File: config.mk
export PLATFORM = sky130hd
export DESIGN_NAME = pipeline_ctrl_flat
export DESIGN_NICKNAME = d
export VERILOG_FILES = /design/src/rtl/pipeline_ctrl_pkg.sv /design/src/rtl/pipeline_ctrl_if.sv /design/src/rtl/pipeline_ctrl_sat_counter.sv /design/src/rtl/pipeline_ctrl.sv /design/src/flat_wrapper.sv
export SDC_FILE = /design/constraint.sdc
export NUM_CORES = 1
export LEC_CHECK = 0
export ABC_AREA = 1
export CELL_PAD_IN_SITES_DETAIL_PLACEMENT = 1
export CELL_PAD_IN_SITES_GLOBAL_PLACEMENT = 1
export CORE_MARGIN = 3
export CORE_UTILIZATION = 38
export CTS_CLUSTER_SIZE = 14
export DETAILED_ROUTE_END_ITERATION = 12
export PLACE_DENSITY_LB_ADDON = 0.08
export SLEW_MARGIN = 40
export SYNTH_ARGS = -nofsm -noshare
export SYNTH_HDL_FRONTEND = slang
export SYNTH_SLANG_ARGS = --single-unit
File: constraint.sdc
create_clock -name clk -period 2.8 [get_ports clk]
set_input_delay 0.42 -clock clk [delete_from_list [all_inputs] [get_ports clk]]
set_output_delay 0.42 -clock clk [all_outputs]
set_load 0.01 [all_outputs]
File: src/rtl/pipeline_ctrl_pkg.sv
// Shared types for the pipeline hazard/stall controller.
// State enum, bubble-count width and control-bundle encodings.
package pipeline_ctrl_pkg;

  localparam int BUB_W = 2;

  typedef enum logic [1:0] {
    RUN      = 2'd0,
    LU_STALL = 2'd1,
    MEM_WAIT = 2'd2
  } state_e;

  typedef struct packed {
    logic pc;
    logic ifid;
    logic idex;
    logic exmem;
    logic memwb;
    logic ifid_fl;
    logic idex_fl;
  } ctl_t;

  localparam ctl_t CTL_RST   = 7'b00000_11;
  localparam ctl_t CTL_HOLD  = 7'b00000_00;
  localparam ctl_t CTL_RUN   = 7'b11111_00;
  localparam ctl_t CTL_FLUSH = 7'b11111_11;
  localparam ctl_t CTL_BUB   = 7'b00111_01;

endpackage

File: src/rtl/pipeline_ctrl_if.sv
// Hazard inputs and pipeline-register controls of pipeline_ctrl.
// master: datapath side; slave: the controller.
interface pipeline_ctrl_if #(
  parameter int CNT_W = 16
);
  logic [4:0]       ID_RegRs;
  logic [4:0]       ID_RegRt;
  logic             EX_MemRead;
  logic [4:0]       EX_RegRd;
  logic             EX_BranchTaken;
  logic             IM_Wait;
  logic             DM_Wait;
  logic             PC_Write;
  logic             IFID_Write;
  logic             IDEX_Write;
  logic             EXMEM_Write;
  logic             MEMWB_Write;
  logic             IFID_Flush;
  logic             IDEX_Flush;
  logic [CNT_W-1:0] StallCnt;
  logic [CNT_W-1:0] FlushCnt;

  modport master (
    output ID_RegRs, ID_RegRt,
    output EX_MemRead, EX_RegRd,
    output EX_BranchTaken,
    output IM_Wait, DM_Wait,
    input  PC_Write, IFID_Write,
    input  IDEX_Write, EXMEM_Write,
    input  MEMWB_Write,
    input  IFID_Flush, IDEX_Flush,
    input  StallCnt, FlushCnt
  );

  modport slave (
    input  ID_RegRs, ID_RegRt,
    input  EX_MemRead, EX_RegRd,
    input  EX_BranchTaken,
    input  IM_Wait, DM_Wait,
    output PC_Write, IFID_Write,
    output IDEX_Write, EXMEM_Write,
    output MEMWB_Write,
    output IFID_Flush, IDEX_Flush,
    output StallCnt, FlushCnt
  );
endinterface

File: src/rtl/pipeline_ctrl_sat_counter.sv
// Saturating up-counter, async active-low reset.
// Ports: clk, rst, inc, count[W].
module sat_counter #(
  parameter int W = 16
) (
  input  logic         clk,
  input  logic         rst,
  input  logic         inc,
  output logic [W-1:0] count
);
  logic [W-1:0] r_count;

  always_ff @(posedge clk or negedge rst) begin
    if (!rst) begin
      r_count <= '0;
    end else if (inc && (r_count != '1)) begin
      r_count <= r_count + 1'b1;
    end
  end

  assign count = r_count;
endmodule

File: src/rtl/pipeline_ctrl.sv
// Load-use / branch / memory-wait stall controller.
// Ports: clk, rst (async low), bus (pipeline_ctrl_if.slave).
module pipeline_ctrl
  import pipeline_ctrl_pkg::*;
#(
  parameter int unsigned LU_BUBBLES = 2,
  parameter int unsigned CNT_W      = 16
) (
  input  logic          clk,
  input  logic          rst,
  pipeline_ctrl_if.slave bus
);
  localparam logic [BUB_W-1:0] LU_INIT =
    BUB_W'(LU_BUBBLES - 1);
  localparam logic [BUB_W-1:0] ONE = BUB_W'(1);

  state_e           r_state;
  state_e           r_saved;
  logic [BUB_W-1:0] r_rem;

  state_e w_eff;
  logic   w_wait;
  logic   w_lu;
  logic   w_c_hold;
  logic   w_c_fl;
  logic   w_c_bub;
  ctl_t   w_ctl;

  // Leaving MEM_WAIT acts as the saved state
  // in the very same cycle.
  assign w_eff  = (r_state == MEM_WAIT) ?
                  r_saved : r_state;
  assign w_wait = bus.IM_Wait | bus.DM_Wait;
  assign w_lu   = bus.EX_MemRead &&
                  (bus.EX_RegRd != 5'd0) &&
                  ((bus.EX_RegRd == bus.ID_RegRs) ||
                   (bus.EX_RegRd == bus.ID_RegRt));

  // Mutually exclusive cycle classes.
  assign w_c_hold = rst & w_wait;
  assign w_c_fl   = rst & ~w_wait &
                    (w_eff == RUN) &
                    bus.EX_BranchTaken;
  assign w_c_bub  = rst & ~w_wait &
                    ((w_eff == LU_STALL) |
                     ((w_eff == RUN) &
                      ~bus.EX_BranchTaken & w_lu));

  always_comb begin
    w_ctl = CTL_RUN;
    unique case (1'b1)
      !rst:     w_ctl = CTL_RST;
      w_c_hold: w_ctl = CTL_HOLD;
      w_c_fl:   w_ctl = CTL_FLUSH;
      w_c_bub:  w_ctl = CTL_BUB;
      default:  w_ctl = CTL_RUN;
    endcase
  end

  always_ff @(posedge clk or negedge rst) begin
    if (!rst) begin
      r_state <= RUN;
      r_saved <= RUN;
      r_rem   <= '0;
    end else begin
      unique case (1'b1)
        w_c_hold: begin
          r_state <= MEM_WAIT;
          r_saved <= w_eff;
        end
        w_c_fl: begin
          r_state <= RUN;
        end
        w_c_bub: begin
          if (w_eff == LU_STALL) begin
            if (r_rem <= ONE) begin
              r_state <= RUN;
              r_rem   <= '0;
            end else begin
              r_state <= LU_STALL;
              r_rem   <= r_rem - ONE;
            end
          end else begin
            r_state <= (LU_BUBBLES == 1) ?
                       RUN : LU_STALL;
            r_rem   <= LU_INIT;
          end
        end
        default: begin
          r_state <= RUN;
        end
      endcase
    end
  end

  assign bus.PC_Write    = w_ctl.pc;
  assign bus.IFID_Write  = w_ctl.ifid;
  assign bus.IDEX_Write  = w_ctl.idex;
  assign bus.EXMEM_Write = w_ctl.exmem;
  assign bus.MEMWB_Write = w_ctl.memwb;
  assign bus.IFID_Flush  = w_ctl.ifid_fl;
  assign bus.IDEX_Flush  = w_ctl.idex_fl;

  sat_counter #(.W(CNT_W)) u_stall_cnt (
    .clk   (clk),
    .rst   (rst),
    .inc   (~w_ctl.pc | ~w_ctl.ifid),
    .count (bus.StallCnt)
  );

  sat_counter #(.W(CNT_W)) u_flush_cnt (
    .clk   (clk),
    .rst   (rst),
    .inc   (w_c_fl),
    .count (bus.FlushCnt)
  );
endmodule

File: src/flat_wrapper.sv
// flat-port wrapper written by rule: the top's interface ports become plain ports
module pipeline_ctrl_flat import pipeline_ctrl_pkg::*;
#(
  parameter int unsigned LU_BUBBLES = 2,
  parameter int unsigned CNT_W      = 16
)
  (clk, rst, bus_ID_RegRs, bus_ID_RegRt, bus_EX_MemRead, bus_EX_RegRd, bus_EX_BranchTaken, bus_IM_Wait, bus_DM_Wait, bus_PC_Write, bus_IFID_Write, bus_IDEX_Write, bus_EXMEM_Write, bus_MEMWB_Write, bus_IFID_Flush, bus_IDEX_Flush, bus_StallCnt, bus_FlushCnt);
  pipeline_ctrl_if #(.CNT_W(CNT_W)) bus_i ();
  input  logic clk;
  input  logic rst;
  input wire logic [$bits(bus_i.ID_RegRs)-1:0] bus_ID_RegRs;
  input wire logic [$bits(bus_i.ID_RegRt)-1:0] bus_ID_RegRt;
  input wire logic [$bits(bus_i.EX_MemRead)-1:0] bus_EX_MemRead;
  input wire logic [$bits(bus_i.EX_RegRd)-1:0] bus_EX_RegRd;
  input wire logic [$bits(bus_i.EX_BranchTaken)-1:0] bus_EX_BranchTaken;
  input wire logic [$bits(bus_i.IM_Wait)-1:0] bus_IM_Wait;
  input wire logic [$bits(bus_i.DM_Wait)-1:0] bus_DM_Wait;
  output wire logic [$bits(bus_i.PC_Write)-1:0] bus_PC_Write;
  output wire logic [$bits(bus_i.IFID_Write)-1:0] bus_IFID_Write;
  output wire logic [$bits(bus_i.IDEX_Write)-1:0] bus_IDEX_Write;
  output wire logic [$bits(bus_i.EXMEM_Write)-1:0] bus_EXMEM_Write;
  output wire logic [$bits(bus_i.MEMWB_Write)-1:0] bus_MEMWB_Write;
  output wire logic [$bits(bus_i.IFID_Flush)-1:0] bus_IFID_Flush;
  output wire logic [$bits(bus_i.IDEX_Flush)-1:0] bus_IDEX_Flush;
  output wire logic [$bits(bus_i.StallCnt)-1:0] bus_StallCnt;
  output wire logic [$bits(bus_i.FlushCnt)-1:0] bus_FlushCnt;
  assign bus_i.ID_RegRs = bus_ID_RegRs;
  assign bus_i.ID_RegRt = bus_ID_RegRt;
  assign bus_i.EX_MemRead = bus_EX_MemRead;
  assign bus_i.EX_RegRd = bus_EX_RegRd;
  assign bus_i.EX_BranchTaken = bus_EX_BranchTaken;
  assign bus_i.IM_Wait = bus_IM_Wait;
  assign bus_i.DM_Wait = bus_DM_Wait;
  assign bus_PC_Write = bus_i.PC_Write;
  assign bus_IFID_Write = bus_i.IFID_Write;
  assign bus_IDEX_Write = bus_i.IDEX_Write;
  assign bus_EXMEM_Write = bus_i.EXMEM_Write;
  assign bus_MEMWB_Write = bus_i.MEMWB_Write;
  assign bus_IFID_Flush = bus_i.IFID_Flush;
  assign bus_IDEX_Flush = bus_i.IDEX_Flush;
  assign bus_StallCnt = bus_i.StallCnt;
  assign bus_FlushCnt = bus_i.FlushCnt;
  pipeline_ctrl #(.LU_BUBBLES(LU_BUBBLES), .CNT_W(CNT_W)) u_core (.clk(clk), .rst(rst), .bus(bus_i));
endmodule
==> impl_metrics.csv, run 1 <==
group,metric,value,unit
finish,layout_common_cells,"102 x nand2_1, 57 x clkdlybuf4s50_1, 40 x inv_1",
drt,drt-initial-drc-count,39,
synth,netlist_area,0.00247,sq mm
pwr,power.leakage,1.54,nW
timing,setup_tns,0,ns
drt,via_count,2336,
outcome,outcome,"finished clean",
clock_tree,insertion_delay,0.30,ns
clock_tree,cts_tree,"built",
pwr,vdd_ir_drop_max,374,uV
clock_tree,cts-root-buf,"clkbuf_8",
place,hpwl,5030,um
timing,rsz0062_at_grt,"false",
floorplan,dieArea,0.00750,sq mm
worst_setup_path,path_max_fanout,3,
finish,nFillCells,787,
timing,relSlewSlack,0.638,
floorplan,core-area,0.00610,sq mm
synth,synthTopCellsByArea,"dfrtp_1 39%, nand2_1 16%, xor2_1 7.8%",
finish,syn_to_final_growth,30.6,%
place,gp_congestion,0.822,
floorplan,rows,28,
worst_setup_path,cp-end-kind,"primary output",
drt,drc,0,
floorplan,ioPinCount,60,
worst_setup_path,crit_path_start_kind,"input port",
timing,clock_skew,0.0115,ns
synth,yosysWarningCount,0,
synth,ys_ff_latch,38,
finish,layout_commonest_cell,"nand2_1",
timing,setup_viol,0,
place,pre_cts_slack,0.0407,ns
drt,avgViaCountPerCell,5.03,
timing,fmax,378,MHz
timing,post-route-period-util,0.944,
pwr,p_per_area,569,mW/mm^2
clock_tree,cts_sinks,38,
grt,grt_pass1_wl,11500,um
synth,yosys.area.top_type,"dfrtp_1",
clock_tree,cts_setup_buffers,0,
drt,wire_per_inst,14.7,um
timing,layout_setup_ws,0.158,ns
finish,drive_above_1_share,0.0874,
clock_tree,clockBufferDepth,2,
worst_setup_path,cp_data_arrival_time,2.22,ns
hold_path,hold_path_class,"in -> async",
synth,syn_inst,329,
grt,grt_pass1_vias,2410,
timing,maxSlewViolCount,0,
timing,tightest_slew,0.543,ns
place,port_buffers,59,
clock_tree,clk_pin_slew,0.07,ns
timing,fin_crit,2.64,ns
drt,postRouteAntennaNets,0,
floorplan,die_h,86.6,um
clock_tree,numCtsBuffers,5,
floorplan,start_util,0.405,
synth,synth.avg_cell_area,7.50,sq um
clock_tree,cts_htree_levels,2,
grt,grt_max_degree,42,
grt,antenna_found_initial,0,
drt,drt_pass1_iterations,4,
synth,synth_top_area_frac,0.385,
grt,track_usage,0.192,
finish,fin_nets,412,
finish,diodes,0,
timing,hold_viol,0,
synth,yosysUniqueCellTypes,31,
synth,yosysSeqAreaShare,0.385,
drt,routed_wl,6840,um
grt,grt_overflow,0,
worst_setup_path,criticalPathCategory,"in -> out",
timing,whs,0.216,ns
pwr,power,0.00183,W
floorplan,die_w,86.6,um
synth,synth_nets,352,
worst_setup_path,worstPathRequired,2.38,ns
job,drv_cap,0,
## cells in the mapped netlist (all sizes together)
cell type,instances
nor4,2
a31oi,1
inv,43
nand4,20
clkinv,1
a21oi,5
ha,2
dfrtp,38
o21ai,6
nor3,11
nand3,21
clkbuf,2
nor2,33
nor3b,1
xnor2,8
nand2,105
xor2,22
o21a,1
buf,7
## state kept, by name, summed over array words and instances (netlist names)
register / cells
u_core.r_rem: 2
u_core.r_state: 2
u_core.r_saved: 2
u_core.u_stall_cnt.count: 16
u_core.u_flush_cnt.count: 16
## critical path, cell delays in order
cell	delay [ns]
clkdlybuf4s50_1	0.47
inv_1	0.10
nand3_1	0.08
nor3_1	0.17
nor2_1	0.07
nand2_1	0.13
nand3_4	0.08
nand2_1	0.14
clkdlybuf4s50_1	0.56
## stage by stage
| step | util | cells | instance area (sq um) |
|---|---|---|---|
| finish | 0.529 | 464 | 3220 |
| floorplan | - | 329 | 2470 |
| detailed placement | 0.510 | 457 | 3110 |
| global placement | 0.510 | 457 | 3110 |
| global route | 0.529 | 464 | 3220 |
| CTS | 0.528 | 464 | 3220 |
## report_power, final
group,switching (W),internal (W),leakage [nW]
clock,0.000199,0.000285,0.0573
sequential,0.000131,0.000647,0.500
combinational,0.000270,0.000300,0.980
## path summary, 6_finish.rpt
kind,startpoint,endpoint,slack [ns],cells after the start
max,bus_EX_RegRd[4],bus_PC_Write,0.16,9
min,rst,u_core.r_state[0],0.22,2
max reg2reg,u_core.u_stall_cnt.count[0],u_core.u_stall_cnt.count[10],0.91,9
min reg2reg,u_core.u_flush_cnt.count[3],u_core.u_flush_cnt.count[3],0.51,1
max in group asynchronous,rst,u_core.u_stall_cnt.count[10],2.21,2
min in group clk,u_core.u_flush_cnt.count[3],u_core.u_flush_cnt.count[3],0.51,1
## cell families (layout without fill, tap and decap cells)
logic type / count (synthesis) / after routing / share of synthesized area
and+or+nand+nor: 193 / 193 / 0.374
adders and majority gates: 2 / 2 / 0.0101
DFF: 38 / 38 / 0.385
xor gates and xnor gates: 30 / 30 / 0.106
AOI/OAI and AO/OA: 13 / 13 / 0.0309
buffers and inverters: 53 / 113 / 0.0928
## routing by layer
| metal | wire length (um) | track usage | vias to the layer above |
|---|---|---|---|
| li1 | - | - | 1157 |
| met1 | 3230 | 0.265 | 1127 |
| met2 | 3270 | 0.310 | 44 |
| met3 | 253 | 0.0352 | 8 |
| met4 | 88 | 0.0524 | 0 |
| met5 | 0 | 0 | - |
## timing repair
action	CTS	global route
setup endpoints to repair	0	1
hold buffers	0	0
gates resized for setup	0	1
## cell type report
class | instances | area [sq um] | share of cell area
Inverter | 44 | 166 | 0.0517
Tap cell | 75 | 93.8 | 0.0291
Clock inverter | 1 | 30.0 | 0.00932
Clock buffer | 6 | 82.6 | 0.0256
Multi-Input combinational cell | 238 | 1290 | 0.400
Timing Repair Buffer | 62 | 611 | 0.190
Sequential cell | 38 | 951 | 0.295
Note: power is estimated with default switching activity, not from simulation.
==> run 2: changes to the inputs <==
--- a/config.mk
+++ b/config.mk
@@ -6,6 +6,7 @@
 export NUM_CORES = 1
 export LEC_CHECK = 0
 export ABC_AREA = 1
+export CAP_MARGIN = 15
 export CELL_PAD_IN_SITES_DETAIL_PLACEMENT = 1
 export CELL_PAD_IN_SITES_GLOBAL_PLACEMENT = 1
 export CORE_MARGIN = 3
==> results of run 2 <==
No change in the layout: final DEF, timing and power equal those of run 1.
==> RTL change 1 (settings of run 1) <==
Encoding of `state_e`: now one-hot (3 bits for 3 states).
--- a/src/rtl/pipeline_ctrl_pkg.sv
+++ b/src/rtl/pipeline_ctrl_pkg.sv
@@ -4,10 +4,10 @@
 
   localparam int BUB_W = 2;
 
-  typedef enum logic [1:0] {
-    RUN      = 2'd0,
-    LU_STALL = 2'd1,
-    MEM_WAIT = 2'd2
+  typedef enum logic [2:0] {
+    RUN      = 3'b001,
+    LU_STALL = 3'b010,
+    MEM_WAIT = 3'b100
   } state_e;
 
   typedef struct packed {
Function: same outputs for any inputs over 10 cycles, from zero or initial values and one cycle with rst low; not proved beyond that.
==> RTL change 1 against run 1 <==
Register-to-register slack lost 0.28 ns; synthesized area grew 2.8%; sequential cell count rose by 2; largest cell class unchanged; routed wire length is 3.8% lower; first-iteration DRC count up 130%; cell area up 0.97%; total power is 1.4% lower; setup slack gained 0.045 ns; highest routed layer unchanged.
==> RTL change 1: results (changes against run 1) <==
| Metric | Value |
|---|---|
| Worst setup path endpoint | bus_IDEX_Flush |
| Max VDD drop | 0.000344 V (-8.0%) |
| DRT Pass-1 Iters | 4 (unchanged) |
| Synthesized instance count | 352 (+7.0%) |
| Placed Cells | 482 (+5.5%) |
| Final Wtd Congestion | 0.803 (-2.3%) |
| Routed WL per cell | 13.4 µm (-8.9%) |
| Run status | finished, final reports clean |
| Layout cells sized above 1 | 6.30% (-2.4 points) |
| Hold slack final | 0.205 ns (-0.0116 ns) |
| Synth Area in Adders | 0.986% (-0.028 points) |
| XOR/XNOR share of the synthesized area | 9.32% (-1.3 points) |
| Placed wire-length estimate | 4.97 mm (-1.1%) |
| Critical R2R Capture | u_core.u_flush_cnt.count[8] |
| Slew of the pin with the lowest slew margin | 0.553 ns (+0.0106 ns) |
| Layout fillers | 834 (+6.0%) |
| Vias in the first global route | 2,450 (+1.7%) |
| Mapped Nets | 375 (+6.5%) |
| Post-route insts no fill | 490 (+5.6%) |
| Synth top cells by count | 118 x nand2_1, 43 x inv_1, 38 x dfrtp_1 |
| Synth area leaders | dfrtp_1 37%, nand2_1 17%, nand3_1 7.1% |
| First-pass GRT wire length | 11.3 mm (-1.9%) |
| Static leakage | 1.54 nW (about the same) |
| Cell area after placement | 3170 µm² (+2.0%) |
| Post-synth ARST share | 100% (unchanged) |
| Crit path launch | bus_EX_RegRd[3] |
| Final #Nets | 435 (+5.6%) |
| FF-to-FF setup slack | 0.63 ns (-0.28 ns) |
| Fmax | 385 MHz (+1.8%) |
| Arr. time, crit path | 2.18 ns (-0.04 ns) |
| Seq/Total Area, Yosys | 39.5% (+1.0 points) |
| Largest net degree at the start of global routing | 44 (+4.8%) |
| Initial DRC count | 89 (+130%) |
| Synth cell types | 28 (-9.7%) |
| Reg-to-Reg Start | u_core.r_state[0] |
| Via count | 2,427 (+3.9%) |
| Synth Area in Compound Gates | 4.14% (+1.0 points) |
| Placement Setup Slack | 0.204 ns (+0.163 ns) |
| Max stage delay on crit path | 0.54 ns (-0.02 ns) |
[RTL change 1: metal layers]
metal,part of all wire [%],track usage (%),up-vias
li1,-,-,1222
met1,49,24.3,1155
met2,46,30.4,43
met3,3.9,3.76,7
met4,0.96,4.18,0
met5,0,0,-
[RTL change 1: area by class of cell]
| cell class | count | area (µm²) | area share [%] |
|---|---|---|---|
| inverters | 44 | 165 | 5.08 |
| multi-input cells | 259 | 1290 | 39.8 |
| clock buffers | 6 | 72.6 | 2.23 |
| repair buffers | 62 | 608 | 18.7 |
| clock inverters | 2 | 12.5 | 0.385 |
| flip-flops and latches | 40 | 1000 | 30.8 |
| well taps | 77 | 96.3 | 2.96 |
[RTL change 1: power breakdown]
part | internal (mW) | total [mW] | switching [mW]
clock | 0.174 | 0.389 | 0.215
combinational | 0.316 | 0.618 | 0.302
sequential | 0.679 | 0.800 | 0.120
total | 1.17 | 1.81 | 0.637
==> RTL change 2 (config.mk and constraints of run 1) <==
Without the edit above. Set the package constant `BUB_W` to 3 (it was 2).
--- a/src/rtl/pipeline_ctrl_pkg.sv
+++ b/src/rtl/pipeline_ctrl_pkg.sv
@@ -2,7 +2,7 @@
 // State enum, bubble-count width and control-bundle encodings.
 package pipeline_ctrl_pkg;
 
-  localparam int BUB_W = 2;
+  localparam int BUB_W = 3;
 
   typedef enum logic [1:0] {
     RUN      = 2'd0,
Function: same outputs for any inputs over 10 cycles, from zero or initial values and one cycle with rst low; that may be too few to reach the edited logic, so the function may still have changed.
==> RTL change 2 against run 1 <==
Sequential cell count up 1; critical path depth increased by 2; setup slack better by 0.060 ns; hold slack improved by 0.0034 ns; routed wire length shrank 2.0%; synthesized area decreased by 0.61%; largest power group unchanged; final cell count down 0.22%; total power rose by 1.9%; cell area up 0.70%.
==> RTL change 2: results (changes against run 1) <==
| Metric | Value |
|---|---|
| Run status | finished, final reports clean |
| Clk_skew | 0.00702 ns (-0.00449 ns) |
| Synth top cells by count | 99 x nand2_1, 39 x dfrtp_1, 36 x inv_1 |
| CTS Buffer Depth | 2 (unchanged) |
| Reg clk slew, reported paths | about 0.080 ns |
| Met1 Use GR | 23.2% (-3.3 points) |
| GRT Total Usage | 19.3% (+0.10 points) |
| Seq/Total Area, Yosys | 39.8% (+1.3 points) |
| Synth area leaders | dfrtp_1 40%, nand2_1 15%, xor2_1 6.8% |
| Met3 wire len | 183 µm (-28%) |
| Clock root buffer | clkbuf_8 |
| NetSw | 569 µW (-5.2%) |
| Port Buffer Count | 59 (unchanged) |
| CTS H-tree depth | 2 (unchanged) |
| Crit path max fanout | 4 (+1) |
| Post-synth ARST share | 100% (unchanged) |
| Antenna fix cells | 0 (unchanged) |
| Final WL | 6.70 mm (-2.0%) |
| Largest net degree at the start of global routing | 42 (unchanged) |
| Cell area after placement | 3110 µm² (unchanged) |
| XOR/XNOR share of the synthesized area | 10.4% (-0.29 points) |
| Switch share | 30.4% (-2.3 points) |
| WL met2 | 3.56 mm (+8.7%) |
| Synth Area in Compound Gates | 3.47% (+0.38 points) |
| Met1 WL | 2.92 mm (-9.5%) |
| DRT Pass-1 Iters | 4 (unchanged) |
| Slew of the pin with the lowest slew margin | 0.533 ns (-0.00970 ns) |
| Highest Signal Layer | met4 |
| Final Wtd Congestion | 0.767 (-6.7%) |
| Worst min-delay path category | input port to async pin |
| Synth cell types | 26 (-16%) |
| Max VDD drop | 0.000322 V (-14%) |
| Initial antenna violation count | 0 (unchanged) |
| Met3 Use GR | 3.33% (-0.19 points) |
| Layout cells sized above 1 | 7.73% (-1.0 points) |
| Initial DRC count | 76 (+95%) |
| GR Util met2 | 36.0% (+5.0 points) |
| Synth Warn # | 0 (unchanged) |
| First-pass GRT wire length | 11.7 mm (+1.1%) |
| Placed wire-length estimate | 5.15 mm (+2.4%) |
| Worst-Skew Late Latency | 0.29 ns |
| Synth Area in Adders | 1.53% (+0.52 points) |
| Power share of the clock group | 30.0% (+3.6 points) |
| Static leakage | 1.63 nW (+6.3%) |
| Mapped Nets | 349 (-0.85%) |
| Mux cell area share after synthesis | 0% (unchanged) |
| Arr. time, crit path | 2.16 ns (-0.06 ns) |
| Register share of total power | 41.2% (-1.3 points) |
| Vias per std cell | 5.07 (+0.64%) |
| Cts bufs inserted | 5 (unchanged) |
| Vias in the first global route | 2,588 (+7.4%) |
| Final #Nets | 411 (-0.24%) |
## RTL change 2: stage by stage
stage / cells / util, % / worst slack, ns
5_1_grt: 463 / 53.2 / 0.0297
6_report: 463 / 53.2 / 0.218
3_5_place_dp: 455 / 51.0 / 0.123
3_3_place_gp: 455 / 51.0 / 0.189
4_1_cts: 463 / 53.1 / 0.117
2_1_floorplan: 325 / - / 0.837
## RTL change 2: area by class of cell
cell class              count  area [µm²]
multi-input cells         234        1250
inverters                  43         161
repair buffers             64         628
flip-flops and latches     39         976
well taps                  75        93.8
clock inverters             2        60.1
clock buffers               6        72.6
fillers                   780        2850
## RTL change 2: final timing paths
kind / startpoint / to / slack [ns] / depth (start not counted)
worst max-delay path: bus_EX_RegRd[1] / bus_IFID_Write / 0.22 / 11
worst min-delay path: rst / u_core.u_stall_cnt.count[12] / 0.22 / 2
worst max register to register: u_core.u_stall_cnt.count[0] / u_core.u_stall_cnt.count[9] / 0.77 / 7
worst min register to register: u_core.r_saved[1] / u_core.r_saved[1] / 0.50 / 2
max in group asynchronous: rst / u_core.r_saved[1] / 2.21 / 2
min in group clk: rst / u_core.r_state[1] / 0.47 / 3
## RTL change 2: timing repair
item                       4_1_cts  5_1_grt
hold buffers                     0        0
hold endpoints to repair         0        0
resized for setup                0        2
setup endpoints to repair        0        1
## RTL change 2: worst max-delay path: stages
cell and delay, ns:
clkdlybuf4s50_1 0.52, inv_1 0.08, nand2_1 0.07, nand2_1 0.05, nor2_1 0.12, nand3_1 0.08, nand2_1 0.06, nand2_1 0.07
nand3_2 0.09, nand2_1 0.10, clkdlybuf4s50_1 0.49
